`src/rtl/fir_sym_mac.sv`:
```
// Symmetric-coefficient FIR filter with one time-shared multiplier.
// Each accepted sample walks the H folded tap pairs one per cycle. The
// result is then rounded, saturated and strobed out on out_valid.
module fir_sym_mac #(
  parameter int unsigned DW    = 16,
  parameter int unsigned CW    = 16,
  parameter int unsigned TAPS  = 8,
  parameter int unsigned SHIFT = 11,
  parameter int unsigned OW    = 16
) (
  input  logic                           clk,
  input  logic                           rest,
  input  logic                           in_valid,
  output logic                           in_ready,
  input  logic signed [DW-1:0]           in_data,
  input  logic                           coef_we,
  input  logic [$clog2(TAPS/2)-1:0]      coef_addr,
  input  logic signed [CW-1:0]           coef_data,
  output logic                           out_valid,
  output logic signed [OW-1:0]           out_data,
  output logic                           out_sat
);

  localparam int unsigned H  = TAPS / 2;
  localparam int unsigned KW = $clog2(H);
  localparam int unsigned TW = $clog2(TAPS);
  localparam int unsigned PW = DW + 1 + CW;
  localparam int unsigned AW = PW + KW;
  localparam int unsigned RW = AW + 1;

  // Rounding offset and output clip limits, all at rounding width
  localparam logic signed [RW-1:0] HALF = RW'(1) << (SHIFT - 1);
  localparam logic signed [RW-1:0] SMAX = {{(RW-OW+1){1'b0}}, {(OW-1){1'b1}}};
  localparam logic signed [RW-1:0] SMIN = {{(RW-OW+1){1'b1}}, {(OW-1){1'b0}}};

  typedef enum logic [1:0] {IDLE, MAC, OUT} state_t;

  state_t                state, state_d;
  logic signed [DW-1:0]  x [TAPS];
  logic signed [CW-1:0]  c [H];
  logic [KW-1:0]         k, k_d;
  logic signed [AW-1:0]  acc, acc_d;
  logic                  in_ready_d;
  logic                  out_valid_d;
  logic signed [OW-1:0]  out_data_d;
  logic                  out_sat_d;

  logic                  accept;
  logic                  coef_wr;
  logic [TW-1:0]         km;
  logic signed [DW:0]    pre;
  logic signed [PW-1:0]  prod;
  logic signed [RW-1:0]  rnd;
  logic signed [RW-1:0]  r;

  assign accept  = in_valid && in_ready;
  assign coef_wr = coef_we && in_ready && ({1'b0, coef_addr} < (KW+1)'(H));

  // Folded pair k: pre-add mirrored taps, then one multiply
  assign km   = TW'(TAPS - 1) - TW'(k);
  assign pre  = (DW+1)'(x[TW'(k)]) + (DW+1)'(x[km]);
  assign prod = PW'(pre) * PW'(c[k]);

  // Round half toward +inf, then arithmetic scale-down
  assign rnd = RW'(acc) + HALF;
  assign r   = rnd >>> SHIFT;

  // Next-state and next-output logic
  always_comb begin
    state_d     = state;
    k_d         = k;
    acc_d       = acc;
    out_valid_d = 1'b0;
    out_data_d  = out_data;
    out_sat_d   = out_sat;
    case (state)
      IDLE: begin
        if (accept) begin
          state_d = MAC;
          acc_d   = '0;
          k_d     = '0;
        end
      end
      MAC: begin
        acc_d = acc + AW'(prod);
        k_d   = k + KW'(1);
        if (k == KW'(H - 1)) begin
          state_d = OUT;
        end
      end
      OUT: begin
        state_d     = IDLE;
        out_valid_d = 1'b1;
        if (r > SMAX) begin
          out_data_d = OW'(SMAX);
          out_sat_d  = 1'b1;
        end else if (r < SMIN) begin
          out_data_d = OW'(SMIN);
          out_sat_d  = 1'b1;
        end else begin
          out_data_d = OW'(r);
          out_sat_d  = 1'b0;
        end
      end
      default: begin
        state_d = IDLE;
      end
    endcase
    in_ready_d = (state_d == IDLE);
  end

  // Control state, accumulator and registered outputs
  always_ff @(posedge clk or posedge rest) begin
    if (rest) begin
      state     <= IDLE;
      k         <= '0;
      acc       <= '0;
      in_ready  <= 1'b0;
      out_valid <= 1'b0;
      out_data  <= '0;
      out_sat   <= 1'b0;
    end else begin
      state     <= state_d;
      k         <= k_d;
      acc       <= acc_d;
      in_ready  <= in_ready_d;
      out_valid <= out_valid_d;
      out_data  <= out_data_d;
      out_sat   <= out_sat_d;
    end
  end

  // Sample delay line, shifts only on an accepted sample
  always_ff @(posedge clk or posedge rest) begin
    if (rest) begin
      for (int i = 0; i < int'(TAPS); i++) begin
        x[i] <= '0;
      end
    end else if (accept) begin
      x[0] <= in_data;
      for (int i = 1; i < int'(TAPS); i++) begin
        x[i] <= x[i-1];
      end
    end
  end

  // Coefficient bank, writable only while idle and ready
  always_ff @(posedge clk or posedge rest) begin
    if (rest) begin
      for (int i = 0; i < int'(H); i++) begin
        c[i] <= '0;
      end
    end else if (coef_wr) begin
      c[coef_addr] <= coef_data;
    end
  end

endmodule

```
`config.mk`:
```
export PLATFORM = sky130hd
export DESIGN_NAME = fir_sym_mac
export DESIGN_NICKNAME = d
export VERILOG_FILES = /design/src/rtl/fir_sym_mac.sv
export SDC_FILE = /design/constraint.sdc
export NUM_CORES = 1
export LEC_CHECK = 0
export CAP_MARGIN = 20
export CORE_MARGIN = 5
export CORE_UTILIZATION = 58
export CTS_CLUSTER_SIZE = 16
export DETAILED_ROUTE_END_ITERATION = 8
export GPL_ROUTABILITY_DRIVEN = 0
export MAX_ROUTING_LAYER = met4
export PLACE_DENSITY_LB_ADDON = 0.3
export RECOVER_POWER = 50
export SLEW_MARGIN = 20
export SYNTH_ARGS = -nofsm -noshare
export SYNTH_HDL_FRONTEND = slang
export SYNTH_SLANG_ARGS = --single-unit
```
`constraint.sdc`:
```
create_clock -name clk -period 10.15 [get_ports clk]
set_clock_uncertainty 0.2 [all_clocks]
set_input_delay 2.03 -clock clk [delete_from_list [all_inputs] [get_ports clk]]
set_output_delay 2.03 -clock clk [all_outputs]
set_load 0.03 [all_outputs]
```
---- After elaboration in Yosys (flattened, before gate mapping) ----
Index checks and enable logic that the tools add are counted.
word-level totals
  bits in latches ......................... 0
  memory bits (read-only) ................. 0
  memory bits (writable) .................. 0
  flip-flop bits (word level) ............. 250
  memories kept ........................... 0
operators by class
  bitwise gates (word level) .............. 4
  equal/unequal tests ..................... 4
  $lt $le $gt $ge ......................... 7
  multiply operators ...................... 1
  shift operators ......................... 0
  $add $sub $neg .......................... 5
  reductions and logical operators ........ 7
  muxes and demuxes ....................... 24
  divide/modulo/power cells ............... 0
operators by type and width
  cell                                                             count
  2-to-1 mux 16 bit                                                9
  binary-select mux 16 bit (select 3 bit)                          2
  one-hot mux 35 bit (2 select lines)                              1
  bitwise mux 64 bit                                               1
  adder 35 x 12 -> 36 bit, second input constant                   1
  adder 35 x 33 -> 35 bit                                          1
  2-to-1 mux 35 bit                                                1
  multiplier 17 x 16 -> 33 bit                                     1
  binary-select mux 16 bit (select 2 bit)                          1
  demux 16 bit (select 2 bit)                                      1
  greater-than comparator 25 x 16 -> 1 bit, second input constant  1
  < comparator 25 x 16 -> 1 bit, second input constant             1
  adder 16 x 16 -> 17 bit                                          1
  greater-or-equal comparator 4 bit, second input constant         2
  one-hot mux 2 bit (2 select lines)                               2
  greater-or-equal comparator 3 bit, second input constant         2
  2-to-1 mux 2 bit                                                 3
  inverter 2 -> 3 bit                                              2
  equality test 2 bit, second input constant                       2
  logical NOT 2 bit                                                2
  inverter 2 -> 4 bit                                              1
  inverter 3 -> 4 bit                                              1
  logical AND 1 bit                                                3
  < comparator 3 x 1 -> 1 bit, second input constant               1
  7 further kinds                                                  9

---- Depth between registers and ports, before layout ----
  depth after elaboration ................. 9
  gate-level depth with buffers ........... 37

---- Worst setup path before layout ----
OpenSTA, ideal clock, no wires.
  path kind ............................... register to register
  from .................................... reg k[0]
  to ...................................... reg acc[34]
  arrival time ............................ 9345 ps
  data required time ...................... 9829 ps
  library setup time ...................... 121 ps
  path slack .............................. 484 ps
  stages on the path, launching flop included .. 33
  cell sequence ........................... dfrtp_1 > clkbuf_1 > buf_1 > mux4_2 > ha_1 > fa_1 > a211oi_1 > nor2_1 > or2_2 > a31oi_1 > o21bai_1 > a21oi_1 > xor2_1 > nor2_1 > fa_1 > inv_1 > fa_1 > fa_1 > inv_1 > fa_1 > fa_1 > inv_1 > fa_1 > inv_1 > ha_1 > a21oi_1 > nand3_1 > a2111o_1 > a21oi_1 > o2111ai_1 > a21oi_1 > xnor3_1 > a22o_1
on the way
  longest elaborated chain between the ends .. 9
  elaborated cells on any way between the ends .. 17
  those cells by class .................... 3 x add/sub; 1 x mul; 10 x mux; 3 x bitwise
RTL lines
  element                                               line  RTL
  start: declaration                                    41    logic [KW-1:0] k, k_d;
  start signal: assignment                              124   k <= k_d;
  subtractor 3 x 2 -> 3 bit                             60    assign km = TW'(TAPS - 1) - TW'(k);
  inverter 3 -> 4 bit (not written as such)             61    assign pre = (DW+1)'(x[TW'(k)]) + (DW+1)'(x[km]);
  binary-select mux 16 bit (select 3 bit)               61
  2-to-1 mux 16 bit (not written as such) (2 in a row)  61
  adder 16 x 16 -> 17 bit                               61
  multiplier 17 x 16 -> 33 bit *                        62    assign prod = PW'(pre) * PW'(c[k]);
  adder 35 x 33 -> 35 bit *                             85    acc_d = acc + AW'(prod);
  one-hot mux 35 bit (2 select lines) *                 76    case (state)
  end signal: assignment                                117   acc <= '0;
  end signal: assignment                                125   acc <= acc_d;
  end: declaration                                      42    logic signed [AW-1:0] acc, acc_d;
Mark *: on every way between the ends. The rest lies on a longest branch, timed or not. The select of a mux whose other input is x is not followed.
A chain may end at the register's enable or synchronous reset.

---- Worst setup path in the final report ----
Ends and elaborated chain as after synthesis.

==> results.txt <==
The layout has 3,099 filler cells. Entering global routing, the biggest net connects 164 pins. The logs give 188 for the count of final max-slew check failures and 0 for the final antenna diode count. The worst hold path belongs to the class flop to flop. The achievable frequency is 104.3 MHz, and the leftover overflow at the end of global routing is 0. The synthesized design contains 0 enable-type register cells. In this run the cell area measured after placement is 24,770 um^2. The placeable core region is 39,910 um^2. STA classifies the critical path endpoint as a flop. For flop-to-flop paths, the worst setup slack is 0.57 ns.

The most used flip-flop cell after synthesis is sky130_fd_sc_hd__dfrtp_1. The floorplan step set the die height to 211.4 um. The detailed-routing iteration count for the pre-antenna-repair pass is 5, and the number of remaining DRC errors is 0. Of the cells placed in the final design, the portion with a size suffix greater than 1 is 15.06%. The first global-routing pass estimated 85,010 um of wire. The startpoint identified for the worst hold timing path is out_data[15].

For this run, the post-layout net count is 2,764. Number of rows created at floorplan: 73. Once detail routing completed, the nets flagged for antenna violations numbered 0. Max-cap violations in this run came to 5. On the critical path, the stage with the largest delay is an instance of sky130_fd_sc_hd__dfrtp_4. The unique cell type count in the Yosys netlist is 63, and the starting density of the core is 58.94%. The measured slew at the worst slew-check pin works out to 3.971 ns. The tools report the wire length after detailed routing as 49,470 um.

In this design, the largest share of critical-path delay is due to adder cells. The count of input and output buffers was 56. The startpoint identified for the worst register-to-register timing path is k[0].

The final reports fail on max-capacitance violations, max-slew violations. The count of final setup violators is 0. The post-layout minimum cycle time came out at 9.585 ns.

The routed layout has 15,697 vias. The proportion of synthesized flip-flops having asynchronous set or reset came out at 100.0%. The die is 211.4 um wide. The number of nets handed over by synthesis was 2,711.

The run gives 57 as the top-level port count. The number of global-route vias before repair was 16,884. The later pin in the worst-skew pair is clocked with a latency of 0.58 ns.

After synthesis the cells add up to 23,530 um^2. The fraction of the cycle the final worst path needs is 94.43%, and the buffer depth of the longest clock path is 3. The finished cells cover 25,730 um^2. The total buffers and inverters traversed by the critical path was 5. Each instance of the synthesized netlist takes up on average 10.55 um^2. Endpoint arrival time on the critical path: 9.84 ns. The root buffer cell chosen for the clock tree is sky130_fd_sc_hd__clkbuf_16. TritonCTS built the clock tree.

The tools report the startpoint type of the worst setup path as a flop. The worst register-to-register path ends at acc[34]. The number of clock sinks came out at 250.

The depth of the CTS H-tree is 1, and the violation count after the first detailed-routing iteration is 1,052. Along the worst path, the maximum fanout reaches 11. The count of hold-fix buffers inserted at cts was 0; the global-route usage over all layers was 24.01%. The die covers 44,690 um^2. The layout overhead on the synthesized area came out at 9.366%. The number of cells on the worst reg-to-reg path is 32.

The worst hold endpoint is out_data[15]. The setup path with the least slack is of type flop to flop. STA puts the critical path data required time at 10.40 ns. The run finished, with violations left.

For the number of failing hold endpoints at the final stage, the log shows 0. The tools report the CTS buffer count as 28. Counting instances, the worst hold path has a depth of 2. The register clock-pin slew on the reported worst setup and hold paths is 0.06 ns. After detailed routing, the number of vias per cell comes to 5.549. After synthesis, flip-flops and latches occupy 26.59% of the total area.

The logs give 0 for the number of antenna violations at the first check in global routing and 2,230 for the post-synthesis instance total. The average wire length per cell after detail routing works out to 17.49 um. The cell repeated most along the worst path is sky130_fd_sc_hd__fa_1. The register bit total from synthesis is 250, and the count of synthesis-stage warnings from yosys is 0. In this design, the stage delay of the slowest critical-path cell is 0.56 ns. The HPWL after detailed placement is 38,970 um. The worst pin sits at a relative slew slack of -164.7%.
## how the worst max path moves through the flow
stage / start / end / slack [ns] / cells past startpoint
global placement: k[0] / acc[27] / 0.55 / 29
global route: k[0] / acc[34] / -0.05 / 32
CTS: k[0] / acc[31] / 0.30 / 29
floorplan: k[0] / acc[34] / 0.48 / 32
finish: k[0] / acc[34] / 0.57 / 32
detailed placement: k[0] / acc[27] / 0.34 / 29
## flip-flops by register name (all words and copies together) (netlist names)
name and flops:
out_valid 1, state 2, out_sat 1, k 2
c 64, out_data 16, acc 35, x 128
in_ready 1
## cells in the mapped netlist, types with 3 or more instances
library cell | count | share of area, %
sky130_fd_sc_hd__inv_1 | 458 | 7.3
sky130_fd_sc_hd__nand2_1 | 187 | 3.0
sky130_fd_sc_hd__nor2b_1 | 5 | 0.13
sky130_fd_sc_hd__and2_1 | 23 | 0.61
sky130_fd_sc_hd__clkbuf_1 | 59 | 0.94
sky130_fd_sc_hd__or3_1 | 3 | 0.080
sky130_fd_sc_hd__dfrtp_1 | 250 | 27
sky130_fd_sc_hd__a22o_1 | 7 | 0.26
sky130_fd_sc_hd__mux4_2 | 38 | 3.6
sky130_fd_sc_hd__and3_1 | 7 | 0.19
sky130_fd_sc_hd__o21ai_1 | 9 | 0.19
sky130_fd_sc_hd__xor2_1 | 34 | 1.3
sky130_fd_sc_hd__xnor2_1 | 51 | 1.9
sky130_fd_sc_hd__buf_1 | 7 | 0.11
sky130_fd_sc_hd__o21bai_1 | 11 | 0.35
sky130_fd_sc_hd__o21a_1 | 9 | 0.29
sky130_fd_sc_hd__ha_1 | 128 | 6.8
sky130_fd_sc_hd__a21oi_1 | 34 | 0.72
sky130_fd_sc_hd__mux2_2 | 202 | 9.7
sky130_fd_sc_hd__o31ai_1 | 4 | 0.13
sky130_fd_sc_hd__a211oi_1 | 6 | 0.19
sky130_fd_sc_hd__nor2_1 | 162 | 2.6
sky130_fd_sc_hd__a31o_2 | 3 | 0.11
sky130_fd_sc_hd__o21ai_0 | 54 | 1.1
sky130_fd_sc_hd__nand4_1 | 11 | 0.29
sky130_fd_sc_hd__a21o_1 | 19 | 0.61
sky130_fd_sc_hd__nor3_1 | 11 | 0.23
sky130_fd_sc_hd__fa_1 | 315 | 27
sky130_fd_sc_hd__a31oi_1 | 6 | 0.16
sky130_fd_sc_hd__or2_2 | 11 | 0.29
sky130_fd_sc_hd__o211ai_1 | 18 | 0.57
sky130_fd_sc_hd__mux2i_1 | 12 | 0.51
sky130_fd_sc_hd__nand3_1 | 20 | 0.43
sky130_fd_sc_hd__nand2b_1 | 20 | 0.53
## what timing repair did
| item | in CTS | in global routing |
|---|---|---|
| gates resized for setup | 0 | 4 |
| setup endpoints to repair | 0 | 6 |
| setup buffers | 0 | 2 |
## routing by layer
metal  vias to the layer above  GRT usage, %  share of wire (%)
met5                         -             -                  0
met1                      7952         32.17                 43
met4                         0         8.396                4.5
li1                       7156             -                  -
met3                       135         3.201                5.5
met2                       454         38.31                 47
## worst register-to-register path: cells and delay by family, from the launching register on
family	cells	cell delay, ns
multiplexers	1	0.54
AND/OR/NAND/NOR	4	0.61
adder cells (fa/ha/maj)	9	4.18
XOR/XNOR	2	0.40
AO/OA/AOI/OAI	11	2.56
buffers and inverters	5	0.38
flip-flops	1	0.56
## kinds of logic after synthesis
family	Yosys count	synth area share (%)
fa+ha+maj	443	33.61
buf+inv	530	8.558
compound gates	200	5.515
simple gates	469	8.643
flops	250	26.59
xor+xnor	86	3.260
mux	252	13.82
## cell type report
class	instances	area (um^2)	share of cell area [%]
Clock buffer	43	857.1	3.331
Clock inverter	8	87.58	0.3404
Inverter	459	1724	6.701
Multi-Input combinational cell	1450	15290	59.43
Sequential cell	250	6261	24.33
Tap cell	525	656.9	2.553
Timing Repair Buffer	94	850.8	3.307
## per-stage QoR
step / hold WS, ns / cells / setup TNS (ns) / utilization, % / setup slack, ns
floorplan: 0.2498 / 2230 / 0 / - / 0.4843
global placement: 0.2651 / 2775 / 0 / 62.05 / 0.5504
global route: 0.3053 / 2829 / -0.04790 / 64.46 / -0.04790
detailed placement: 0.2721 / 2775 / 0 / 62.05 / 0.3435
finish: 0.2889 / 2829 / 0 / 64.46 / 0.5652
CTS: 0.2974 / 2826 / 0 / 64.42 / 0.3035
## placed cells by master, fill, tap and decap left out, types with 4 or more instances in the layout
master                            netlist  final
sky130_fd_sc_hd__nand2b_1              20     20
sky130_fd_sc_hd__o21ai_0               54     55
sky130_fd_sc_hd__mux4_2                38     38
sky130_fd_sc_hd__o211ai_1              18     18
sky130_fd_sc_hd__inv_1                458    457
sky130_fd_sc_hd__nand2_1              187    187
sky130_fd_sc_hd__a21oi_1               34     34
sky130_fd_sc_hd__a22o_1                 7      7
sky130_fd_sc_hd__a211oi_1               6      6
sky130_fd_sc_hd__xnor2_1               51     49
sky130_fd_sc_hd__or2_2                 11     11
sky130_fd_sc_hd__o21ai_1                9      7
sky130_fd_sc_hd__ha_1                 128    128
sky130_fd_sc_hd__clkdlybuf4s50_1        0     52
sky130_fd_sc_hd__a31oi_1                6      6
sky130_fd_sc_hd__nor2b_1                5      5
sky130_fd_sc_hd__and3_1                 7      7
sky130_fd_sc_hd__mux2_2               202    201
sky130_fd_sc_hd__o21a_1                 9      9
sky130_fd_sc_hd__nor2_1               162    163
sky130_fd_sc_hd__mux2i_1               12     12
sky130_fd_sc_hd__and2_1                23     22
sky130_fd_sc_hd__clkbuf_1              59      8
sky130_fd_sc_hd__nand4_1               11     11
sky130_fd_sc_hd__dfrtp_1              250    248
sky130_fd_sc_hd__fa_1                 315    315
sky130_fd_sc_hd__nand3_1               20     20
sky130_fd_sc_hd__buf_4                  0     33
sky130_fd_sc_hd__dlygate4sd3_1          0      4
sky130_fd_sc_hd__nor3_1                11     11
sky130_fd_sc_hd__clkbuf_16              0     28
sky130_fd_sc_hd__o21bai_1              11     10
sky130_fd_sc_hd__clkbuf_8               0     10
sky130_fd_sc_hd__a21o_1                19     19
sky130_fd_sc_hd__o31ai_1                4      4
sky130_fd_sc_hd__xor2_1                34     33
Power is not shown: default switching activity piles up to over one toggle a cycle in this logic, so the estimate is an artifact.
